[config.mk]
export PLATFORM = sky130hd
export DESIGN_NAME = vga_pattern_gen
export DESIGN_NICKNAME = d
export VERILOG_FILES = /design/src/rtl/vga_pattern_gen.sv
export SDC_FILE = /design/constraint.sdc
export NUM_CORES = 1
export LEC_CHECK = 0
export CAP_MARGIN = 10
export CORE_MARGIN = 3
export CORE_UTILIZATION = 44
export DETAILED_ROUTE_END_ITERATION = 6
export PLACE_DENSITY = 0.75
export SYNTH_ARGS = -nofsm -noshare
export SYNTH_HDL_FRONTEND = slang
export SYNTH_SLANG_ARGS = --single-unit
[constraint.sdc]
create_clock -name clk -period 1.92 [get_ports clk]
set_clock_uncertainty 0.05 [all_clocks]
set_input_delay 0.288 -clock clk [delete_from_list [all_inputs] [get_ports clk]]
set_output_delay 0.288 -clock clk [all_outputs]
set_load 0.02 [all_outputs]
[src/rtl/vga_pattern_gen.sv]
// vga_pattern_gen: VGA sync timing plus four selectable test patterns (bars, checker, gradient, solid).
// Optional per-frame horizontal scroll of bars/checker is compiled in with VGA_PATTERN_SCROLL_EN.
module vga_pattern_gen #(
  parameter int unsigned H_VISIBLE   = 640,
  parameter int unsigned H_FRONT     = 16,
  parameter int unsigned H_SYNC      = 96,
  parameter int unsigned H_BACK      = 48,
  parameter int unsigned V_VISIBLE   = 480,
  parameter int unsigned V_FRONT     = 10,
  parameter int unsigned V_SYNC      = 2,
  parameter int unsigned V_BACK      = 33,
  parameter int unsigned PIXEL_W     = 3,
  parameter int unsigned BAR_SHIFT   = 7,
  parameter int unsigned CHECK_SHIFT = 5,
  parameter int unsigned GRAD_SHIFT  = 6,
  localparam int unsigned H_TOTAL    = H_VISIBLE + H_FRONT + H_SYNC + H_BACK,
  localparam int unsigned V_TOTAL    = V_VISIBLE + V_FRONT + V_SYNC + V_BACK,
  localparam int unsigned CW         = $clog2(H_TOTAL),
  localparam int unsigned CH         = $clog2(V_TOTAL)
) (
  input  logic               clk,
  input  logic               reset,
  input  logic [1:0]         mode,
  input  logic [PIXEL_W-1:0] fg_color,
  output logic [PIXEL_W-1:0] pixel,
  output logic               hsync_out,
  output logic               vsync_out,
  output logic               in_display,
  output logic [CW-1:0]      counter_x,
  output logic [CH-1:0]      counter_y,
  output logic               frame_start
);

  localparam int unsigned HS_START = H_VISIBLE + H_FRONT;
  localparam int unsigned HS_END   = HS_START + H_SYNC;
  localparam int unsigned VS_START = V_VISIBLE + V_FRONT;
  localparam int unsigned VS_END   = VS_START + V_SYNC;

  typedef enum logic [1:0] {
    MODE_BARS  = 2'd0,
    MODE_CHECK = 2'd1,
    MODE_GRAD  = 2'd2,
    MODE_SOLID = 2'd3
  } mode_e;

  mode_e              amode;
  mode_e              amode_nxt;
  logic [CW-1:0]      x_nxt;
  logic [CH-1:0]      y_nxt;
  logic [CW-1:0]      scroll;
  logic [CW-1:0]      ex_c;
  logic               x_last_c;
  logic               y_last_c;
  logic               frame_last_c;
  logic               frame_first_c;
  logic               visible_c;
  logic               hs_active_c;
  logic               vs_active_c;
  logic [PIXEL_W-1:0] color_c;
  logic [PIXEL_W-1:0] pixel_nxt;

  // Position decodes shared by the counters, the mode latch and the output stage.
  always_comb begin
    x_last_c      = (counter_x == CW'(H_TOTAL - 1));
    y_last_c      = (counter_y == CH'(V_TOTAL - 1));
    frame_last_c  = x_last_c && y_last_c;
    frame_first_c = (counter_x == '0) && (counter_y == '0);
    visible_c     = (32'(counter_x) < H_VISIBLE) && (32'(counter_y) < V_VISIBLE);
    hs_active_c   = (32'(counter_x) >= HS_START) && (32'(counter_x) < HS_END);
    vs_active_c   = (32'(counter_y) >= VS_START) && (32'(counter_y) < VS_END);
  end

  // Counter advance; the pattern mode only changes between frames so a picture never tears.
  always_comb begin
    x_nxt     = counter_x + CW'(1);
    y_nxt     = counter_y;
    amode_nxt = amode;
    if (x_last_c) begin
      x_nxt = '0;
      y_nxt = y_last_c ? '0 : counter_y + CH'(1);
    end
    if (frame_last_c) begin
      amode_nxt = mode_e'(mode);
    end
  end

`ifdef VGA_PATTERN_SCROLL_EN
  // Scroll offset steps once per frame, on the same edge as the mode load.
  always_ff @(posedge clk) begin
    if (reset) begin
      scroll <= '0;
    end else if (frame_last_c) begin
      scroll <= scroll + CW'(1);
    end
  end
`else
  assign scroll = '0;
`endif

  // Pattern colour for the current count; blanked outside the visible window.
  always_comb begin
    ex_c    = counter_x + scroll;
    color_c = '0;
    case (amode)
      MODE_BARS:  color_c = PIXEL_W'(ex_c >> BAR_SHIFT);
      MODE_CHECK: color_c = (ex_c[CHECK_SHIFT] ^ counter_y[CHECK_SHIFT]) ? fg_color : '0;
      MODE_GRAD:  color_c = PIXEL_W'(counter_y >> GRAD_SHIFT);
      MODE_SOLID: color_c = fg_color;
      default:    color_c = '0;
    endcase
    pixel_nxt = visible_c ? color_c : '0;
  end

  always_ff @(posedge clk) begin
    if (reset) begin
      counter_x   <= '0;
      counter_y   <= '0;
      amode       <= MODE_BARS;
      pixel       <= '0;
      hsync_out   <= 1'b1;
      vsync_out   <= 1'b1;
      in_display  <= 1'b0;
      frame_start <= 1'b0;
    end else begin
      counter_x   <= x_nxt;
      counter_y   <= y_nxt;
      amode       <= amode_nxt;
      pixel       <= pixel_nxt;
      hsync_out   <= ~hs_active_c;
      vsync_out   <= ~vs_active_c;
      in_display  <= visible_c;
      frame_start <= frame_first_c;
    end
  end

endmodule

### Word level (Yosys, flattened, before mapping)

Index checks and enable logic that the tools add are counted.

| operators by class | value |
|---|---|
| add/sub/neg operators | 2 |
| order comparisons | 6 |
| equality and inequality tests | 5 |
| muxes and demuxes | 3 |
| bitwise operators | 4 |
| reductions and logical operators | 10 |

Operator list:

| kind | count |
|---|---|
| $add A10 B1 Y10 const B | 2 |
| $eq A10 B10 Y1 const B | 2 |
| $logic_not A10 Y1 | 2 |
| $lt A10 B10 Y1 const B | 2 |
| $lt A10 B9 Y1 const B | 2 |
| $pmux W3 S4 | 1 |
| $ge A10 B10 Y1 const B | 1 |
| $ge A10 B9 Y1 const B | 1 |
| $mux W10 | 1 |
| $logic_and A1 B1 Y1 | 5 |
| $eq A2 B2 Y1 const B | 2 |
| $reduce_or A2 Y1 | 2 |
| $mux W3 | 1 |
| $not A1 Y1 | 3 |
| $eq A2 B1 Y1 const B | 1 |
| $logic_not A2 Y1 | 1 |
| $xor A1 B1 Y1 | 1 |

| word-level totals | value |
|---|---|
| register bits | 29 |
| bits of input ports | 7 |
| output and inout bits | 27 |
| logic and storage cells | 38 |

### Longest topological paths before layout

Gate-level depths: netlist (run 1).

| logic depth | value |
|---|---|
| depth in word-level cells | 4 |
| depth in mapped cells | 7 |
| mapped depth without buffers | 6 |

### Least setup slack after synthesis (run 1)

OpenSTA, ideal clock, no wires.

| timing | value |
|---|---|
| kind | register to register |
| start | register counter_x[0] |
| end | register counter_y[8] |
| setup time | 0.067 ns |
| arrival | 2.161 ns |
| data required time | 1.803 ns |
| setup slack | -0.358 ns |
| stages on the path, launching flop included | 6 |
| path buffers | 0 |
| period minus slack after synthesis | 2.278 ns |
| cell sequence | dfxtp_1 > ha_1 > nand4_1 > or4_4 > or4_4 > a21oi_2 |

| between the ends | value |
|---|---|
| cells in the longest elaborated chain, start to end | 1 |

RTL lines:

| item | RTL line | text |
|---|---|---|
| start, declared | 29 | `output logic [CW-1:0] counter_x,` |
| start signal, assigned | 125 | `counter_x <= x_nxt;` |
| $eq A10 B10 Y1 | 64 | `x_last_c = (counter_x == CW'(H_TOTAL - 1));` |
| end signal, assigned | 126 | `counter_y <= y_nxt;` |
| end, declared | 30 | `output logic [CH-1:0] counter_y,` |

Every way passes these cells.
A chain may end at the register's enable or synchronous reset.

### Worst setup path after layout (run 1)

Ends and elaborated chain as after synthesis.

==> results.py, run 1 <==
metrics = {
    "run_status": {
        "status": "finished, final reports clean",
    },
    "placement": {
        "numPortBuffers": 33,
        "place_congestion": 0.963,
        "dp_hpwl_um": 2690,
        "post-place-ws_ns": 0.0348,
        "placed_area_um2": 1890,
    },
    "yosys": {
        "async_flop_share": 0,
        "yosysTopAreaCell": "dfxtp_1",
        "synth_flop_cell": "dfxtp_1",
        "synth-seq-area-share": 0.411,
        "synth.avg_cell_area_um2": 8.83,
        "synthDistinctLibCells": 35,
        "synth-edff-count": 0,
        "ys_top_cells_by_area": "dfxtp_1 41%, nor2_1 7.2%, xnor2_1 5.6%",
        "syn_inst": 160,
        "yosys_register_bits": 29,
        "synthesis.area_um2": 1410,
        "syn_nets": 171,
        "synth_top_area_frac": 0.411,
        "yosys_warnings": 0,
    },
    "cts": {
        "clock_latency_ns": 0.33,
        "numCtsBuffers": 5,
        "cts_sinks": 29,
        "cts_tree": "built",
        "ctsHoldBuffers": 0,
        "path_clk_slew_ns": 0.09,
        "cts_resized": 0,
        "cts_root_buf": "clkbuf_4",
        "clock_path_buffers": 2,
        "htreeDepth": 2,
    },
    "grt": {
        "grt_pass1_wl_um": 6110,
        "grt_overflow": 0,
        "antenna_found_initial": 0,
        "grt_max_degree": 14,
        "grt_pass1_vias": 1309,
        "grtUsageTotal": 0.194,
    },
    "final_layout": {
        "utilization": 0.678,
        "finish.net_count": 220,
        "drive_gt1_frac": 0.181,
        "final_cell_area_um2": 1970,
        "area_growth_syn_to_layout_pct": 39.2,
        "diodes": 0,
    },
    "detailed_routing": {
        "viasPerCell": 5.27,
        "drt_pass1_iterations": 5,
        "drt_wl_total_um": 3610,
        "drc_errors": 0,
        "antenna_left": 0,
        "wl_per_cell_um": 14.3,
        "drt-initial-drc-count": 79,
        "num_vias": 1328,
    },
    "floorplan": {
        "dieWidth_um": 62.7,
        "die_area_um2": 3930,
        "rows": 19,
        "die_h_um": 62.7,
        "core_um2": 2900,
        "io_pins": 34,
        "start_util": 0.487,
    },
    "worst_setup_path": {
        "worstSetupStartpointType": "flop",
        "crit_slowest_cell": "or4_4",
        "reg2reg_slack_ns": 0.03,
        "path_class": "flop to flop",
        "path_cells": "ha_4, nand4_1, or4_4, or4_4, a21oi_2",
        "crit_path_end_kind": "flop",
        "worstPathRequired_ns": 2.14,
        "slowest_delay_ns": 0.57,
        "r2r_cells": 5,
        "path_common_cell": "or4_4",
        "crit_fanout": 4,
        "crit_arrival_ns": 2.11,
    },
    "power_and_ir_drop": {
        "internal_power_uw": 834,
        "p_leak_uw": 0.000707,
        "finalPower_uw": 1090,
        "switchingPower_uw": 258,
        "p_clk_frac": 0.354,
        "p_sw_frac": 0.236,
        "power_per_cell_area_nw_per_um2": 555,
        "vdd_drop_max_mv": 0.572,
        "power_frac_seq": 0.564,
        "combPwrFrac": 0.082,
    },
    "timing": {
        "worst_slack_ns": 0.0256,
        "finalSetupViolCount": 0,
        "post-route-min-period_ns": 1.89,
        "slew_violations": 0,
        "rsz0062_at_grt": "true",
        "slew_headroom": 0.731,
        "fmax_mhz": 528,
        "finalSetupTns_ns": 0,
        "hold_viol": 0,
        "tightest_slew_ns": 0.400,
        "min_period_over_period": 0.987,
    },
    "worst_hold_path": {
        "hold_depth": 1,
        "min_path_type": "flop to flop",
    },
    "run": {
        "cap_viol_max_count": 0,
    },
}
[cells by family (layout without fill, tap and decap cells)]
kind of cell,Yosys count,in the layout,share of synthesized area
simple gates,78,78,0.300
flops,29,29,0.411
xor+xnor,15,15,0.0930
buf+inv,15,65,0.0558
compound gates,12,12,0.0549
mux,7,7,0.0496
fa+ha+maj,4,4,0.0354
[per-layer routing]
layer	track usage	vias up	wire (µm)	part of all wire
met1	0.227	616	1560	0.43
met4	0.0606	0	38	0.011
met2	0.333	57	1780	0.49
met5	0	-	0	0
li1	-	649	-	-
met3	0.0647	6	234	0.065
[state kept, by name, summed over array words and instances, names as in the netlist]
register / flops
counter_x: 10
vsync_out: 1
frame_start: 1
pixel: 3
counter_y: 10
hsync_out: 1
amode: 2
in_display: 1
[power by group through the flow]
stage | clock (µW) | sequential, µW | combinational, µW
after floorplan | 0 | 643 | 30.0
after global placement | 0 | 630 | 84.2
after detailed placement | 0 | 631 | 86.8
after CTS | 402 | 617 | 87.5
after global routing | 423 | 617 | 98.5
final | 386 | 616 | 89.6
[timing repair]
action / in CTS / in global routing
setup endpoints to repair: 0 / 18
buffers inserted: 0 / 2
endpoints found under the hold margin: 0 / 0
[placed cells by master, fill, tap and decap left out, types with 6 or more instances in the layout]
cell	Yosys	final
xnor2_1	9	9
nor2_1	27	26
nand2b_1	6	6
xor2_1	6	6
inv_1	8	8
nor4_1	6	6
clkdlybuf4s50_1	0	33
nand3_1	11	11
buf_4	0	16
dfxtp_1	29	21
mux2i_1	7	7
[per-stage QoR]
stage	instances	hold slack [ns]
5_1_grt	252	0.428
4_1_cts	250	0.424
3_3_place_gp	242	0.402
3_5_place_dp	242	0.407
2_1_floorplan	160	0.373
6_report	252	0.407
[layout make-up]
| cell class | count | area [µm²] |
|---|---|---|
| fillers | 245 | 935 |
| multi-input cells | 116 | 776 |
| flip-flops and latches | 29 | 598 |
| repair buffers | 49 | 450 |
| clock buffers | 8 | 58.8 |
| well taps | 42 | 52.6 |
| inverters | 8 | 30.0 |
[Yosys cell counts (3+ instances only)]
library cell  count
xnor2_1           9
nor2_1           27
nand4_1           4
mux2i_1           7
inv_1             8
a21oi_1           5
nor4_1            6
nand2b_1          6
clkbuf_1          4
dfxtp_1          29
buf_6             3
xor2_1            6
nand2_1           4
nand3_1          11
ha_1              4
nor3_1            5
[path summary, 6_finish.rpt]
kind                                               from                         to
worst min register to register  counter_x[0]$_SDFF_PP0_    counter_x[0]$_SDFF_PP0_
worst max register to register  counter_x[0]$_SDFF_PP0_  counter_y[8]$_SDFFE_PP0N_
worst max-delay path            counter_x[0]$_SDFF_PP0_  counter_y[8]$_SDFFE_PP0N_
worst min-delay path            counter_x[0]$_SDFF_PP0_    counter_x[0]$_SDFF_PP0_
[worst max-delay path: cells and delay by family, from the launching register on]
| family | cells | cell delay [ns] |
|---|---|---|
| flip-flops | 1 | 0.38 |
| AO/OA/AOI/OAI | 1 | 0.12 |
| adder cells (fa/ha/maj) | 1 | 0.15 |
| AND/OR/NAND/NOR | 3 | 1.12 |
(Power assumes the default switching activity.)
==> run 2, diff against run 1 <==
- SKIP_LAST_GASP: default -> 1
==> results of run 2 <==
Final layout, timing and power as in run 1 (identical DEF).
